<file path="src/rtl/regfile_wb_sched.sv">
// -----------------------------------------------------------------------------
// regfile_wb_sched
//   Write-port scheduler and busy scoreboard for an 8 x 32 register file.
//   Two writeback sources (A = ALU, B = load unit) share the single write port
//   through a round-robin arbiter and one registered output stage. An 8-bit
//   scoreboard tracks registers with a write in flight and stalls issue on
//   RAW and WAW hazards.
//
// Ports
//   clk, rst_n                    clock, asynchronous active-low reset
//   iss_valid, iss_dst,
//   iss_src1, iss_src2            issuing instruction
//   iss_ready                     issue may complete this cycle
//   a_valid/a_dst/a_data          writeback request from source A
//   b_valid/b_dst/b_data          writeback request from source B
//   a_ready, b_ready              grant (handshake completes this cycle)
//   rf_in, rf_w, rf_we            register file write port
//   busy                          scoreboard, bit i = write to r[i] pending
//   wb_err                        sticky protocol error flag
// -----------------------------------------------------------------------------
module regfile_wb_sched (
  input  logic        clk,
  input  logic        rst_n,
  input  logic        iss_valid,
  input  logic [2:0]  iss_dst,
  input  logic [2:0]  iss_src1,
  input  logic [2:0]  iss_src2,
  output logic        iss_ready,
  input  logic        a_valid,
  input  logic [2:0]  a_dst,
  input  logic [31:0] a_data,
  input  logic        b_valid,
  input  logic [2:0]  b_dst,
  input  logic [31:0] b_data,
  output logic        a_ready,
  output logic        b_ready,
  output logic [31:0] rf_in,
  output logic [2:0]  rf_w,
  output logic        rf_we,
  output logic [7:0]  busy,
  output logic        wb_err
);

  // Arbiter priority: which source wins when both request.
  localparam logic PRIO_A = 1'b0;
  localparam logic PRIO_B = 1'b1;

  logic        prio;
  logic        gnt;
  logic [2:0]  gnt_dst;
  logic [31:0] gnt_data;
  logic        issue;
  logic        commit_hit;
  logic        spurious;
  logic        collide;
  logic [7:0]  busy_nxt;

  // Issue is gated on registered busy only; a commit in the same cycle is
  // not bypassed, so the dependent instruction waits one more cycle.
  assign iss_ready = ~busy[iss_src1] & ~busy[iss_src2] & ~busy[iss_dst];
  assign issue     = iss_valid & iss_ready;

  // A wins when alone or when it holds priority; B wins otherwise.
  assign a_ready  = a_valid & (~b_valid | (prio == PRIO_A));
  assign b_ready  = b_valid & ~a_ready;
  assign gnt      = a_ready | b_ready;
  assign gnt_dst  = a_ready ? a_dst  : b_dst;
  assign gnt_data = a_ready ? a_data : b_data;

  // A grant to a register whose previous write is committing right now is
  // legitimate even though nothing re-marked it busy in between.
  assign commit_hit = rf_we & (rf_w == gnt_dst);
  assign spurious   = gnt & ~busy[gnt_dst] & ~commit_hit;
  assign collide    = a_valid & b_valid & (a_dst == b_dst);

  // Commit clears and issue sets; they never target the same bit in the
  // same cycle because a busy destination blocks issue.
  always_comb begin
    // NOTE: default assignment first so every path drives busy_nxt and no latch is inferred.
    busy_nxt = busy;
    if (rf_we) busy_nxt[rf_w]    = 1'b0;
    if (issue) busy_nxt[iss_dst] = 1'b1;
  end

  // NOTE: sequential state uses non-blocking assignments so all registers update together at the edge.
  always_ff @(posedge clk or negedge rst_n) begin
    if (!rst_n) begin
      busy   <= '0;
      prio   <= PRIO_A;
      rf_we  <= 1'b0;
      rf_in  <= '0;
      rf_w   <= '0;
      wb_err <= 1'b0;
    end else begin
      busy  <= busy_nxt;
      rf_we <= gnt;
      if (gnt) begin
        rf_in <= gnt_data;
        rf_w  <= gnt_dst;
        // Priority passes to the source that was not served.
        prio  <= a_ready ? PRIO_B : PRIO_A;
      end
      if (spurious || collide) wb_err <= 1'b1;
    end
  end

endmodule

</file>
<file path="config.mk">
export PLATFORM = sky130hd
export DESIGN_NAME = regfile_wb_sched
export DESIGN_NICKNAME = d
export VERILOG_FILES = /design/src/rtl/regfile_wb_sched.sv
export SDC_FILE = /design/constraint.sdc
export NUM_CORES = 1
export LEC_CHECK = 0
export BUFFER_PORTS_ARGS = -buffer_cell sky130_fd_sc_hd__buf_2
export CAP_MARGIN = 20
export CORE_UTILIZATION = 46
export DETAILED_ROUTE_END_ITERATION = 8
export GPL_TIMING_DRIVEN = 0
export PLACE_DENSITY = 0.8
export REMOVE_ABC_BUFFERS = 1
export SLEW_MARGIN = 20
export SYNTH_ARGS = -nofsm -noshare
export SYNTH_HDL_FRONTEND = slang
export SYNTH_SLANG_ARGS = --single-unit
</file>
<file path="constraint.sdc">
create_clock -name clk -period 3.2 [get_ports clk]
set_clock_uncertainty 0.2 [all_clocks]
set_input_delay 0.8 -clock clk [delete_from_list [all_inputs] [get_ports clk]]
set_output_delay 0.8 -clock clk [all_outputs]
set_load 0.01 [all_outputs]
</file>
**After elaboration in Yosys (flattened, before gate mapping)**

Cells that the tools add are included.
Widths: inputs -> output; s select.

- Register bits: 46
- Bits of input ports: 84
- Output and inout port bits: 48
- Word-level logic and storage cells: 58

- Magnitude comparators: 7
- Equal/unequal tests: 2
- Mux-type cells: 17
- Bitwise gates (word level): 23
- Reductions and logical operators: 3

Operator list:

| kind | number |
|---|---|
| $mux 32 | 1 |
| $lt 3x4->1 const B | 5 |
| $mux 8 | 2 |
| $bmux 1 s3 | 4 |
| $and 1x1->1 | 10 |
| $and 8x8->8 | 1 |
| $not 1->1 | 8 |
| $not 8->8 | 1 |
| $or 8x8->8 | 1 |
| $mux 1 | 7 |
| $demux 1 s3 | 2 |
| $eq 3x3->1 | 2 |
| $ge 3x1->1 const B | 2 |
| $mux 3 | 1 |
| $logic_and 1x1->1 | 2 |
| $or 1x1->1 | 2 |
| $logic_or 1x1->1 | 1 |

**Logic depth before layout (Yosys ltp)**

- Depth in word-level cells: 10
- Depth in mapped cells: 8
- Mapped depth without buffers: 6

**Worst setup path after synthesis**

Ideal clock, no wire load.

- Path type: input-to-output
- Start: input port iss_dst[2]
- End: output port iss_ready
- Arrival: 1932 ps
- Required time: 2200 ps
- Path slack: 268 ps
- Cell stages on the path: 6
- Buffers on the path: 1
- Cells stage by stage: and2_1 -> a221oi_1 -> nor2_1 -> a221oi_1 -> and3_1 -> clkbuf_1

- Cells in the longest elaborated chain, start to end: 4

RTL lines:

| item | line | text |
|---|---|---|
| from (decl) | 25 | `input logic [2:0] iss_dst,` |
| $bmux 1 s3 | 60 | `assign iss_ready = ~busy[iss_src1] & ~busy[iss_src2] & ~busy[iss_dst];` |
| $mux 1 (not written as such) | 60 |  |
| $not 1->1 | 60 |  |
| $and 1x1->1 | 60 |  |
| to (decl) | 28 | `output logic iss_ready,` |

No other way between the ends. The select of a mux whose other input is x is not followed.

**Final worst setup path**

Ends and elaborated chain as after synthesis.

==> run summary <==
PLACED DESIGN
--------------------------------------------------------------------------------------
Weighted congestion reported at the end of routability-driven placement         0.8594
Quantity of I/O buffers inserted on ports                                          131
DP Wirelength                                                                 5.193 mm

CRITICAL PATH
--------------------------------------------------------------------------------------
Startpoint of the lowest-slack register-to-register path                          prio
Worst-path fanout max                                                                7
Reg2Reg Capture Point                                                           wb_err
Critical setup path kind                                                     in -> out
Count of cells along the worst register-to-register path                             6
Crit path launch type                                                       input port
Setup crit end kind                                                       primary output
Data required time at the worst endpoint                                       2.20 ns
Reg2Reg Setup Slack                                                            0.39 ns
Data arrival time at the worst-slack endpoint                                  2.13 ns

DIE
--------------------------------------------------------------------------------------
Placement row count                                                                 27
Number of top-level design ports                                                   132
Vertical extent of the die                                                    78.49 um
Floorplan core area                                                          5574 um^2
Die Area                                                                     6161 um^2
Die width                                                                     78.49 um
Starting utilization of the core area                                           0.4828

FINISH
--------------------------------------------------------------------------------------
Area growth from synthesis to layout                                            29.61%
Share of layout cells above drive strength 1                                    0.3613
NumNets Final                                                                      513
Number of diodes added for antenna fixing                                            0
Final-layout fill cell count                                                       546
Utilization of the core after routing                                           0.6258

GLOBAL ROUTING
--------------------------------------------------------------------------------------
Via count of the first global-routing pass                                        2659
Met1 track demand over resource in global routing                               0.3159
Global-route congestion overflow total                                               0
Routing usage on met3                                                          0.03953
Number of antenna violations at the first check in global routing                    0
Largest net degree at the start of global routing                                   47
Total track usage                                                               0.2555
Global Route met2 Usage                                                         0.4518
First-pass GRT wire length                                                    12.30 mm
Global route hottest layer                                                        met2

POWER AND IR DROP
--------------------------------------------------------------------------------------
Sequential share of power                                                        0.461
Combinational Power Share                                                        0.353
Static leakage                                                                1.683 nW
Cell Int Power                                                                1.155 mW
Maximum ir drop on the vdd rail                                            0.0002617 V
Power Density                                                             511.9 nW/um^2
Sw Share                                                                        0.3531
Sw power                                                                     0.6304 mW
Relative contribution of the clock network to total power                        0.186

SYNTHESIS
--------------------------------------------------------------------------------------
Number of warnings printed during yosys synthesis                                    0
Seq/Total Area, Yosys                                                           0.4277
Count of cell types in the netlist                                                  28
Top FF cell, synth                                                        sky130_fd_sc_hd__dfrtp_1
Synthesized instance count                                                         313
Post-Synthesis Mean Instance Area                                           8.599 um^2
Post-Synthesis Cell Area                                                     2691 um^2
Top post-synthesis cells by area                                          sky130_fd_sc_hd__dfrtp_1 (43%), sky130_fd_sc_hd__a21oi_1 (13%), sky130_fd_sc_hd__nand2_1 (9.9%)
Count of flip-flops with a built-in enable after synthesis                           0
Synth top cells by count                                                  sky130_fd_sc_hd__nand2_1 (71), sky130_fd_sc_hd__a21oi_1 (69), sky130_fd_sc_hd__dfrtp_1 (46), sky130_fd_sc_hd__o21ai_0 (33), sky130_fd_sc_hd__clkbuf_1 (22)
FF+latch count, synth                                                               46
Async set-reset flop share out of synthesis                                      1.000
Most common cell in the netlist                                           sky130_fd_sc_hd__nand2_1
Largest area contributor in the netlist                                   sky130_fd_sc_hd__dfrtp_1
Area share of the leading cell type in the synthesized netlist                  0.4277

CLOCK TREE
--------------------------------------------------------------------------------------
Register clock-pin slew on the reported worst setup and hold paths             0.08 ns
Number of clock buffers inserted by TritonCTS                                        5
Deepest level of the CTS H-tree                                                      2
Insertion delay of the later-clocked pin in the worst-skew pair                0.29 ns
Root Buffer Master                                                        sky130_fd_sc_hd__clkbuf_8
Deepest clock path buffer count                                                      2
Hold bufs inserted after CTS                                                         0
Clock tree from TritonCTS                                                         done
Clk sink count                                                                      46

STA
--------------------------------------------------------------------------------------
Peak Freq                                                                    319.7 MHz
Worst-margin pin slew                                                        0.7632 ns
Minimum clock period after layout                                             3.128 ns
Setup violators final                                                                0
Number of hold violations in the final report                                        0
Final worst-path cycle share                                                    0.9774
Final-report max-slew violation count                                                0
Remaining max-slew budget at the tightest pin                                   0.4889
Hold slack final                                                             0.3004 ns

HOLD PATH
--------------------------------------------------------------------------------------
Depth of the worst hold-timing path                                                  1
End point of the worst hold path                                                wb_err
Type of the tightest min-delay check                                        reg -> reg
Hold path startpoint                                                            wb_err

DRT
--------------------------------------------------------------------------------------
Iteration count of the initial detailed-routing pass                                 6
Count of unresolved DRC violations after routing                                     0
Total number of vias                                                              2771
Final Routed Wirelength                                                       7.745 mm
Per-cell via count in the routed design                                          5.531
1st-iter DRT viols                                                                 160
Average detailed-routed wire length per instance                              15.46 um
Antenna viol nets, final                                                             0

RUN STATUS
--------------------------------------------------------------------------------------
Outcome                                                                   complete, no violations

RUN
--------------------------------------------------------------------------------------
Max-capacitance violation count                                                      0

## placed cells by master (no fill, tap or decap), types with 5 or more instances in the layout
cell,count
sky130_fd_sc_hd__a21oi_1,69
sky130_fd_sc_hd__nor2_1,8
sky130_fd_sc_hd__nand2_1,71
sky130_fd_sc_hd__mux2i_1,8
sky130_fd_sc_hd__dfrtp_1,45
sky130_fd_sc_hd__buf_2,128
sky130_fd_sc_hd__o21ai_0,33
sky130_fd_sc_hd__clkbuf_8,5
sky130_fd_sc_hd__mux4_2,5
sky130_fd_sc_hd__a32o_1,8
sky130_fd_sc_hd__nand3_1,7
sky130_fd_sc_hd__nor2b_1,5
## power groups by stage
stage          Clock, mW  Combinational, mW  Sequential [mW]
3_5_place_dp           0              0.604            0.831
2_1_floorplan          0              0.309            0.836
3_3_place_gp           0              0.587            0.821
5_1_grt            0.360              0.691            0.838
6_report           0.332              0.630            0.823
4_1_cts            0.339              0.612            0.821
## routing by layer
layer | part of all wire | wire length [um]
met3 | 0.043 | 336
met1 | 0.43 | 3353
met2 | 0.50 | 3869
met5 | 0 | 0
met4 | 0.024 | 185
## per-stage QoR
step	total power [mW]	std cells	setup TNS (ns)	area, um^2	worst slack [ns]
2_1_floorplan	1.145	288	-0.2107	2581	-0.2107
3_3_place_gp	1.408	491	-38.26	3327	-1.881
3_5_place_dp	1.435	491	-6.818	3334	-0.8185
4_1_cts	1.772	499	0	3441	0.01149
5_1_grt	1.889	501	-0.004498	3488	-0.004498
6_report	1.786	501	0	3488	0.07237
## sequential cells by signal, indices dropped and copies added, names as in the netlist
| name | flops |
|---|---|
| rf_in | 32 |
| busy | 8 |
| rf_w | 3 |
| prio | 1 |
| rf_we | 1 |
| wb_err | 1 |
## worst max path at each step
| stage | from | to | slack, ns | cells after the start |
|---|---|---|---|---|
| finish | iss_dst[2] | iss_ready | 0.07 | 7 |
| CTS | iss_dst[2] | iss_ready | 0.01 | 7 |
| global route | iss_dst[2] | iss_ready | -0.004 | 7 |
| detailed placement | a_valid | wb_err | -0.82 | 7 |
| floorplan | prio | b_ready | -0.21 | 2 |
| global placement | b_valid | b_ready | -1.88 | 4 |
## repair_timing
item	4_1_cts	5_1_grt
buffers inserted	0	1
setup endpoints to repair	4	1
resized for setup	6	2
cloned	1	0
pin swaps	0	1
## logic make-up (layout without fill, tap and decap cells)
logic type             count (synthesis)  count (layout)  share of synthesized area
AO/OA/AOI/OAI                        115             115                     0.2352
XOR/XNOR                               7               7                    0.02278
buffers and inverters                 27             142                    0.04370
multiplexers                          19              19                     0.1176
AND/OR/NAND/NOR                       99             100                     0.1530
flip-flops                            46              46                     0.4277
## critical path, stage by stage
cell,delay [ns]
sky130_fd_sc_hd__buf_2,0.13
sky130_fd_sc_hd__and2_1,0.20
sky130_fd_sc_hd__a221oi_2,0.29
sky130_fd_sc_hd__nor2_1,0.07
sky130_fd_sc_hd__a221oi_1,0.25
sky130_fd_sc_hd__and3_4,0.25
sky130_fd_sc_hd__buf_2,0.13
## cell type report
type | count | area [um^2] | area share
Timing Repair Buffer | 133 | 698.2 | 0.2001
Clock buffer | 5 | 68.82 | 0.01973
Clock inverter | 2 | 10.01 | 0.002869
Inverter | 2 | 7.507 | 0.002152
Tap cell | 72 | 90.09 | 0.02582
Multi-Input combinational cell | 241 | 1461 | 0.4189
Sequential cell | 46 | 1152 | 0.3303
Note: power is estimated with default switching activity, not from simulation.
